==> src/rtl/ps2_command_assembler.sv <==
// Assembles PS/2 set-2 make codes into a packed 4-character ASCII command word.
// Break/extended sequences are swallowed; Enter hands the word over with valid/ack.
module ps2_command_assembler (
    input  logic        clk_i,
    input  logic        rst_i,
    input  logic        ps2_key_pressed_i,
    input  logic [7:0]  ps2_key_data_i,
    input  logic        command_ack_i,
    output logic [31:0] command_o,
    output logic [2:0]  char_count_o,
    output logic        command_valid_o,
    output logic [7:0]  last_ascii_o,
    output logic        overflow_o
);

    typedef enum logic {StCollect, StReady} state_e;

    state_e      state_q;
    logic        strobe_q;
    logic        ext_q;
    logic        brk_q;
    logic [31:0] command_q;
    logic [2:0]  count_q;
    logic        valid_q;
    logic [7:0]  last_q;
    logic        overflow_q;

    logic       byte_edge;
    logic       is_prefix;
    logic       make_valid;
    logic [7:0] ascii;
    logic       is_print;
    logic       is_enter;
    logic       is_bksp;

    assign byte_edge  = ps2_key_pressed_i & ~strobe_q;
    assign is_prefix  = (ps2_key_data_i == 8'hE0) || (ps2_key_data_i == 8'hF0);
    assign make_valid = byte_edge & ~is_prefix & ~ext_q & ~brk_q;

    always_comb begin
        ascii = 8'h00;
        unique case (ps2_key_data_i)
            8'h1C: ascii = 8'h41;
            8'h32: ascii = 8'h42;
            8'h21: ascii = 8'h43;
            8'h23: ascii = 8'h44;
            8'h24: ascii = 8'h45;
            8'h2B: ascii = 8'h46;
            8'h34: ascii = 8'h47;
            8'h33: ascii = 8'h48;
            8'h43: ascii = 8'h49;
            8'h3B: ascii = 8'h4A;
            8'h42: ascii = 8'h4B;
            8'h4B: ascii = 8'h4C;
            8'h3A: ascii = 8'h4D;
            8'h31: ascii = 8'h4E;
            8'h44: ascii = 8'h4F;
            8'h4D: ascii = 8'h50;
            8'h15: ascii = 8'h51;
            8'h2D: ascii = 8'h52;
            8'h1B: ascii = 8'h53;
            8'h2C: ascii = 8'h54;
            8'h3C: ascii = 8'h55;
            8'h2A: ascii = 8'h56;
            8'h1D: ascii = 8'h57;
            8'h22: ascii = 8'h58;
            8'h35: ascii = 8'h59;
            8'h1A: ascii = 8'h5A;
            8'h45: ascii = 8'h30;
            8'h16: ascii = 8'h31;
            8'h1E: ascii = 8'h32;
            8'h26: ascii = 8'h33;
            8'h25: ascii = 8'h34;
            8'h2E: ascii = 8'h35;
            8'h36: ascii = 8'h36;
            8'h3D: ascii = 8'h37;
            8'h3E: ascii = 8'h38;
            8'h46: ascii = 8'h39;
            8'h29: ascii = 8'h20;
            default: ascii = 8'h00;
        endcase
    end

    assign is_print = (ascii != 8'h00);
    assign is_enter = (ps2_key_data_i == 8'h5A);
    assign is_bksp  = (ps2_key_data_i == 8'h66);

    always_ff @(posedge clk_i or posedge rst_i) begin
        if (rst_i) begin
            state_q    <= StCollect;
            strobe_q   <= 1'b0;
            ext_q      <= 1'b0;
            brk_q      <= 1'b0;
            command_q  <= 32'h0;
            count_q    <= 3'd0;
            valid_q    <= 1'b0;
            last_q     <= 8'h00;
            overflow_q <= 1'b0;
        end else begin
            strobe_q <= ps2_key_pressed_i;

            // Prefix flags track every accepted byte, whatever the FSM is doing.
            if (byte_edge) begin
                if (ps2_key_data_i == 8'hE0) begin
                    ext_q <= 1'b1;
                end else if (ps2_key_data_i == 8'hF0) begin
                    brk_q <= 1'b1;
                end else begin
                    ext_q <= 1'b0;
                    brk_q <= 1'b0;
                end
            end

            case (state_q)
                StCollect: begin
                    if (make_valid) begin
                        if (is_print) begin
                            if (count_q < 3'd4) begin
                                command_q <= {command_q[23:0], ascii};
                                count_q   <= count_q + 3'd1;
                                last_q    <= ascii;
                            end else begin
                                overflow_q <= 1'b1;
                            end
                        end else if (is_bksp && count_q != 3'd0) begin
                            command_q <= {8'h00, command_q[31:8]};
                            count_q   <= count_q - 3'd1;
                        end else if (is_enter && count_q != 3'd0) begin
                            state_q <= StReady;
                            valid_q <= 1'b1;
                        end
                    end
                end
                StReady: begin
                    // Ack wins over a simultaneous byte; the byte is simply lost.
                    if (command_ack_i) begin
                        state_q    <= StCollect;
                        command_q  <= 32'h0;
                        count_q    <= 3'd0;
                        valid_q    <= 1'b0;
                        overflow_q <= 1'b0;
                    end else if (make_valid && is_print) begin
                        overflow_q <= 1'b1;
                    end
                end
                default: state_q <= StCollect;
            endcase
        end
    end

    assign command_o       = command_q;
    assign char_count_o    = count_q;
    assign command_valid_o = valid_q;
    assign last_ascii_o    = last_q;
    assign overflow_o      = overflow_q;

endmodule

==> config.mk <==
export PLATFORM = sky130hd
export DESIGN_NAME = ps2_command_assembler
export DESIGN_NICKNAME = d
export VERILOG_FILES = /design/src/rtl/ps2_command_assembler.sv
export SDC_FILE = /design/constraint.sdc
export NUM_CORES = 1
export LEC_CHECK = 0
export BUFFER_PORTS_ARGS = -buffer_cell sky130_fd_sc_hd__buf_2
export CAP_MARGIN = 20
export CORE_MARGIN = 8
export CORE_UTILIZATION = 61
export DETAILED_ROUTE_END_ITERATION = 6
export PLACE_DENSITY = 0.95
export SYNTH_ARGS = -nofsm -noshare
export SYNTH_HDL_FRONTEND = slang
export SYNTH_SLANG_ARGS = --single-unit
==> constraint.sdc <==
create_clock -name clk_i -period 3.99 [get_ports clk_i]
set_input_delay 0.798 -clock clk_i [delete_from_list [all_inputs] [get_ports clk_i]]
set_output_delay 0.798 -clock clk_i [all_outputs]
set_load 0.01 [all_outputs]
==> flow_metrics.tcl, run 1 <==
set metrics [dict create \
    critical_path.max_stage_delay_ns 0.44 \
    place.detailed.instances 436 \
    setup-tns-final_ns 0 \
    number_of_buffers_added_to_fix_hold_violations_after_cts 0 \
    critical_path.endpoint_type "flip-flop" \
    global_route_wire_length_before_repair_mm 13.7 \
    synth_area_per_cell_um2 9.56 \
    cts.reportedPaths.clkPinSlew_ns 0.08 \
    final.setup_skew_ns 0.0103 \
    min-delay-path-class "primary input to asynchronous set/reset pin" \
    placement.io_buffers 55 \
    leakage_nw 1.74 \
    vias_per_cell 6.49 \
    edff_count_synth 0 \
    synthesis.instances 329 \
    synth_seq_cells 48 \
    finalSetupViolations 0 \
    critPathTopFamily "adder cells" \
    tightest_slew_ns 0.577 \
    vdd_ir_drop_max_v 0.000489 \
    grt_setup_unrepaired "no" \
    drtAntennaViolNets 0 \
    post_route_utilization_pct 71.9 \
    clk_sinks 48 \
    final_cell_count_no_fill 446 \
    run_status "complete, no violations" \
    achievable-frequency_mhz 277 \
    post_layout_min_period_ns 3.61 \
    combined_global_route_utilization_of_all_metal_layers_pct 22.4 \
    filler_cell_count 376 \
    synthesis.yosys.warnings 0 \
    drt_iter0_markers 322 \
    detailedRoute.firstPassIterationCount 5 \
    dp_hpwl_mm 5.92 \
    worstSetupStartpointType "primary input" \
    synth.lib_cells_used.distinct 66 \
    n_antenna_cell 0 \
    drive_above_1_share_pct 26.1 \
    maxSlewHeadroom_pct 61.4 \
    first_global_vias 2717 \
    die_height_um 87.8 \
    cts_inserted_buffers 5 \
    worst-setup-path-type "primary input to flip-flop" \
    vias 2896 \
    cts-root-buf "sky130_fd_sc_hd__clkbuf_8" \
    drt-wirelength-per-cell_um 19.1 \
    horiz_die_dim_um 87.8 \
    design.final.nets 397 \
    postCtsSetupRepairBufs 0 \
    cts_tree "built" \
    ctsResizeCount 0 \
    drv_cap 0 \
    die_ar_um2 7710 \
    worstPathBufferInverterCount 4 \
    grt-ovfl-total 0 \
    max_h_tree_level 2 \
    finalHoldViolations 0 \
    report.final.slew_viol_count 0 \
    timing.critical_path.arrival_ns 3.83 \
    worst-endpoint-required_ns 4.21 \
    pin_count_of_the_biggest_net_entering_global_routing 49 \
    antenna_found_initial 0 \
    critPathSlowestCell "sky130_fd_sc_hd__ha_1" \
    drc 0 \
    synthesis.nets 351 \
    boundary_pin_count 57 \
    synth_async_sr_flop_share_pct 100 \
    gp_weighted_congestion 0.964 \
    start_util_pct 62.4 \
    area.growth.synth_to_final_pct 15.2 \
    finalWirelength_mm 8.51 \
    core_region_area_um2 5040 \
    crit_path_cell_trace "buf_2 > inv_1 > ha_1 > and2_1 > a211oi_1 > o32a_1 > o32a_1 > nand4b_4 > buf_4 > inv_1 > fa_1 > xor2_1 > nand2_1 > mux2i_1" \
    synth_flop_cell "sky130_fd_sc_hd__dfrtp_1" \
    max-clock-path-buffers 2 \
    power_density_nw_per_um2 550 \
    yosysSeqAreaShare_pct 38.2 \
    critical_path_peak_fanout 27 \
    worst_skew_pair.late_latency_ns 0.30 \
    mappedNetlistArea_um2 3150 \
    num_rows 26 \
    fin_crit_sh_pct 90.4 \
]
cell type report:
cell class	count	area [um^2]	share of cell area [%]
sequential	48	1200	33.1
tap	70	87.6	2.42
inverter	14	52.6	1.45
timing repair buffer	63	393	10.8
multi-input combinational	243	1730	47.8
clock buffer	5	68.8	1.90
clock inverter	3	90.1	2.49
where the power goes:
part | total [W] | leakage, nW | internal, W | switching (W)
logic | 0.000696 | 1.03 | 0.000302 | 0.000395
registers | 0.000824 | 0.628 | 0.000652 | 0.000172
clock network | 0.000473 | 0.0784 | 0.000313 | 0.000159
total | 0.00199 | 1.74 | 0.00127 | 0.000726
final timing paths:
path	start	to	slack, ns	cells after the start
min in group clk_i	last_ascii_o[0]	last_ascii_o[0]	0.48	2
min reg2reg	last_ascii_o[0]	last_ascii_o[0]	0.48	2
max	ps2_key_data_i[1]	char_count_o[2]	0.38	14
max reg2reg	strobe_q	command_o[26]	1.84	8
min	rst_i	last_ascii_o[3]	0.35	2
max in group asynchronous	rst_i	strobe_q	3.22	3
metrics by stage:
step                      cell area (um^2)  hold WS, ns  setup WS, ns  total power (W)
after CTS                             3580        0.485         0.424          0.00200
after floorplan                       3150        0.476         0.510          0.00122
after global placement                3420        0.457         0.208          0.00148
after detailed placement              3420        0.465         0.134          0.00152
after global routing                  3620        0.345         0.239          0.00210
final                                 3620        0.348         0.382          0.00199
routing by layer:
layer | track usage (%) | vias to the layer above | wire length (um)
li1 | - | 1312 | -
met1 | 30.1 | 1405 | 3440
met2 | 35.2 | 151 | 4170
met3 | 4.60 | 28 | 655
met4 | 7.19 | 0 | 232
met5 | 0 | - | 0
sequential cells by signal (all words and copies together), names as in the netlist:
signal           count
state_q              1
brk_q                1
char_count_o         3
strobe_q             1
last_ascii_o         7
command_o           32
command_valid_o      1
overflow_o           1
ext_q                1
cells in the final DEF (no fill, tap or decap), types with 5 or more instances in the layout:
master	instances
sky130_fd_sc_hd__a21oi_1	10
sky130_fd_sc_hd__a32o_1	8
sky130_fd_sc_hd__a32oi_1	18
sky130_fd_sc_hd__and2_1	8
sky130_fd_sc_hd__buf_2	55
sky130_fd_sc_hd__clkbuf_8	5
sky130_fd_sc_hd__dfrtp_1	48
sky130_fd_sc_hd__ha_1	9
sky130_fd_sc_hd__inv_1	13
sky130_fd_sc_hd__mux2i_1	10
sky130_fd_sc_hd__nand2_1	49
sky130_fd_sc_hd__nand2b_1	5
sky130_fd_sc_hd__nor2_1	20
sky130_fd_sc_hd__nor2b_1	7
sky130_fd_sc_hd__nor3_1	6
sky130_fd_sc_hd__o21ai_0	7
sky130_fd_sc_hd__o21ai_1	7
sky130_fd_sc_hd__o21ai_2	10
cells by family (layout without fill, tap and decap cells):
family,Yosys count,in the layout,synth area share (%)
AND/OR/NAND/NOR,116,116,18.7
AO/OA/AOI/OAI,99,99,25.5
flip-flops,48,48,38.2
buffers and inverters,38,85,6.80
multiplexers,16,16,6.17
adder cells (fa/ha/maj),10,10,4.22
other,1,1,0.119
XOR/XNOR,1,1,0.278
cell usage after synthesis (all sizes together) (2+ instances only):
cell | instances | share of area (%)
o311a | 3 | 0.95
buf | 18 | 4.4
or2 | 2 | 0.40
dfrtp | 48 | 38
o21bai | 4 | 0.95
a2111oi | 2 | 0.76
and3b | 2 | 0.56
mux2i | 10 | 3.2
mux2 | 4 | 1.6
a31oi | 2 | 0.40
a32oi | 18 | 5.0
a21boi | 2 | 0.48
inv | 14 | 1.7
o31a | 2 | 0.56
nor2b | 7 | 1.4
nor3 | 6 | 0.95
nand2b | 5 | 0.99
o21ai | 25 | 5.5
mux4 | 2 | 1.4
clkbuf | 6 | 0.76
a21oi | 11 | 2.1
nand2 | 49 | 5.8
nor3b | 2 | 0.64
a22oi | 3 | 0.87
a32o | 8 | 2.5
nor2 | 20 | 2.4
ha | 9 | 3.6
o32a | 2 | 0.64
nor4 | 2 | 0.40
and2 | 8 | 1.6
o211ai | 3 | 0.87
o21a | 3 | 0.72
nand4 | 4 | 0.80
o32ai | 3 | 0.84
nand4b | 3 | 1.3
Power figures use the tool's default switching activity.
==> inputs of run 2 (changes only) <==
--- a/config.mk
+++ b/config.mk
@@ -10,6 +10,7 @@
 export CORE_MARGIN = 8
 export CORE_UTILIZATION = 61
 export DETAILED_ROUTE_END_ITERATION = 6
+export MAX_ROUTING_LAYER = met4
 export PLACE_DENSITY = 0.95
 export SYNTH_ARGS = -nofsm -noshare
 export SYNTH_HDL_FRONTEND = slang
==> flow_metrics.tcl, run 2 (synthesis results as in run 1) <==
set metrics [dict create \
    pin_count_of_the_biggest_net_entering_global_routing 49 \
    worst-setup-path-type "primary input to flip-flop" \
    global_route_wire_length_before_repair_mm 13.8 \
    number_of_buffers_added_to_fix_hold_violations_after_cts 0 \
    worst_r2r_endpoint "command_o[7]" \
    critical_path.endpoint_type "flip-flop" \
    horiz_die_dim_um 87.8 \
    final_cell_count_no_fill 447 \
    p_total_w 0.00186 \
    worstPathBufferInverterCount 3 \
    max-clock-path-buffers 2 \
    finalSetupViolations 0 \
    gp_weighted_congestion 0.973 \
    area.growth.synth_to_final_pct 13.0 \
    grt-ovfl-total 0 \
    detailedRoute.firstPassIterationCount 6 \
    n_antenna_cell 0 \
    drv_cap 0 \
    num_rows 26 \
    worst_skew_pair.late_latency_ns 0.30 \
    ff2ff_setup_slack_ns 1.76 \
    post_route_utilization_pct 70.5 \
    clk_sinks 48 \
    run_status "complete, no violations" \
    crit_path_cell_trace "buf_2 > inv_1 > ha_1 > nor3b_2 > nor3_1 > a2111oi_2 > o32ai_1 > nand4b_4 > ha_1 > nor2b_1 > o21a_1 > buf_4 > mux2i_1" \
    drc 0 \
    most-common-layout-cells "sky130_fd_sc_hd__buf_2 (55), sky130_fd_sc_hd__nand2_1 (49), sky130_fd_sc_hd__dfrtp_1 (48)" \
    report.final.slew_viol_count 0 \
    cts-root-buf "sky130_fd_sc_hd__clkbuf_8" \
    finalHoldViolations 0 \
    vias 2879 \
    power_density_nw_per_um2 523 \
    critical_path.max_stage_delay_ns 0.43 \
    drt_iter0_markers 274 \
    max_h_tree_level 2 \
    finalWirelength_mm 8.36 \
    placement.io_buffers 55 \
    first_global_vias 2833 \
    drtAntennaViolNets 0 \
    place.detailed.instances 437 \
    worstSetupStartpointType "primary input" \
    min-delay-path-class "primary input to asynchronous set/reset pin" \
    antenna_found_initial 0 \
    timing.critical_path.arrival_ns 3.84 \
    start_util_pct 62.4 \
    cts_inserted_buffers 5 \
    vdd_ir_drop_max_v 0.000467 \
    fin_area_um2 3550 \
    critPathSlowestCell "sky130_fd_sc_hd__a2111oi_2" \
    most_frequent_standard_cell_in_the_layout_excluding_fill_and_tap_cells "sky130_fd_sc_hd__buf_2" \
    critPathTopFamily "simple AND/OR/NAND/NOR gates" \
    cts.reportedPaths.clkPinSlew_ns 0.09 \
    timing.rr.start "strobe_q" \
    critical_path_peak_fanout 18 \
    achievable-frequency_mhz 276 \
    setup-tns-final_ns 0 \
    reg2regPathDepth 8 \
    dp_hpwl_mm 5.92 \
    placed_cell_area_um2 3400 \
    post_layout_min_period_ns 3.62 \
    cts_tree "built" \
    worst-endpoint-required_ns 4.21 \
    design.final.nets 398 \
    ctsResizeCount 0 \
    core_region_area_um2 5040 \
    tightest_slew_ns 0.613 \
    fin_crit_sh_pct 90.8 \
    timing.critical_path.mode_cell "sky130_fd_sc_hd__ha_1" \
    postCtsSetupRepairBufs 0 \
    grt_setup_unrepaired "no" \
    boundary_pin_count 57 \
    maxSlewHeadroom_pct 59.0 \
    die_ar_um2 7710 \
    largest_reg_flops 32 \
    die_height_um 87.8 \
    leakage_nw 1.71 \
    drt-wirelength-per-cell_um 18.7 \
    combined_global_route_utilization_of_all_metal_layers_pct 23.0 \
    drive_above_1_share_pct 26.0 \
    final.setup_skew_ns 0.00760 \
    vias_per_cell 6.44 \
]
[run 2: worst max-delay path by stage]
stage	from	end	slack [ns]	cells after the start
after floorplan	ps2_key_data_i[1]	command_o[26]	0.51	14
after global placement	ps2_key_data_i[1]	last_ascii_o[3]	0.24	12
after detailed placement	ps2_key_data_i[1]	char_count_o[2]	0.12	13
after CTS	ps2_key_data_i[1]	command_o[7]	0.42	13
after global routing	ps2_key_data_i[1]	command_o[7]	0.11	13
final	ps2_key_data_i[1]	command_o[7]	0.37	13
[run 2: through the flow]
| step | hold slack [ns] | setup WS, ns |
|---|---|---|
| after floorplan | 0.476 | 0.510 |
| after global placement | 0.458 | 0.240 |
| after detailed placement | 0.459 | 0.120 |
| after CTS | 0.486 | 0.416 |
| after global routing | 0.357 | 0.114 |
| final | 0.350 | 0.369 |
[run 2: final cells by class]
cell class | count | area [um^2]
multi-input combinational | 243 | 1730
fill | 366 | 1490
sequential | 48 | 1200
timing repair buffer | 64 | 375
tap | 70 | 87.6
clock buffer | 6 | 72.6
inverter | 14 | 52.6
clock inverter | 2 | 35.0
[run 2: metal layers]
layer | vias up | routed length [um] | global-route usage, %
li1 | 1314 | - | -
met1 | 1390 | 3530 | 29.6
met2 | 155 | 4060 | 36.5
met3 | 20 | 625 | 3.56
met4 | 0 | 142 | 7.03
met5 | - | 0 | -
[run 2: power by group]
part           leakage [nW]  total, W  internal (W)  switching, W
sequential            0.628  0.000821      0.000653      0.000169
clock                0.0552  0.000342      0.000186      0.000156
combinational          1.03  0.000694      0.000301      0.000393
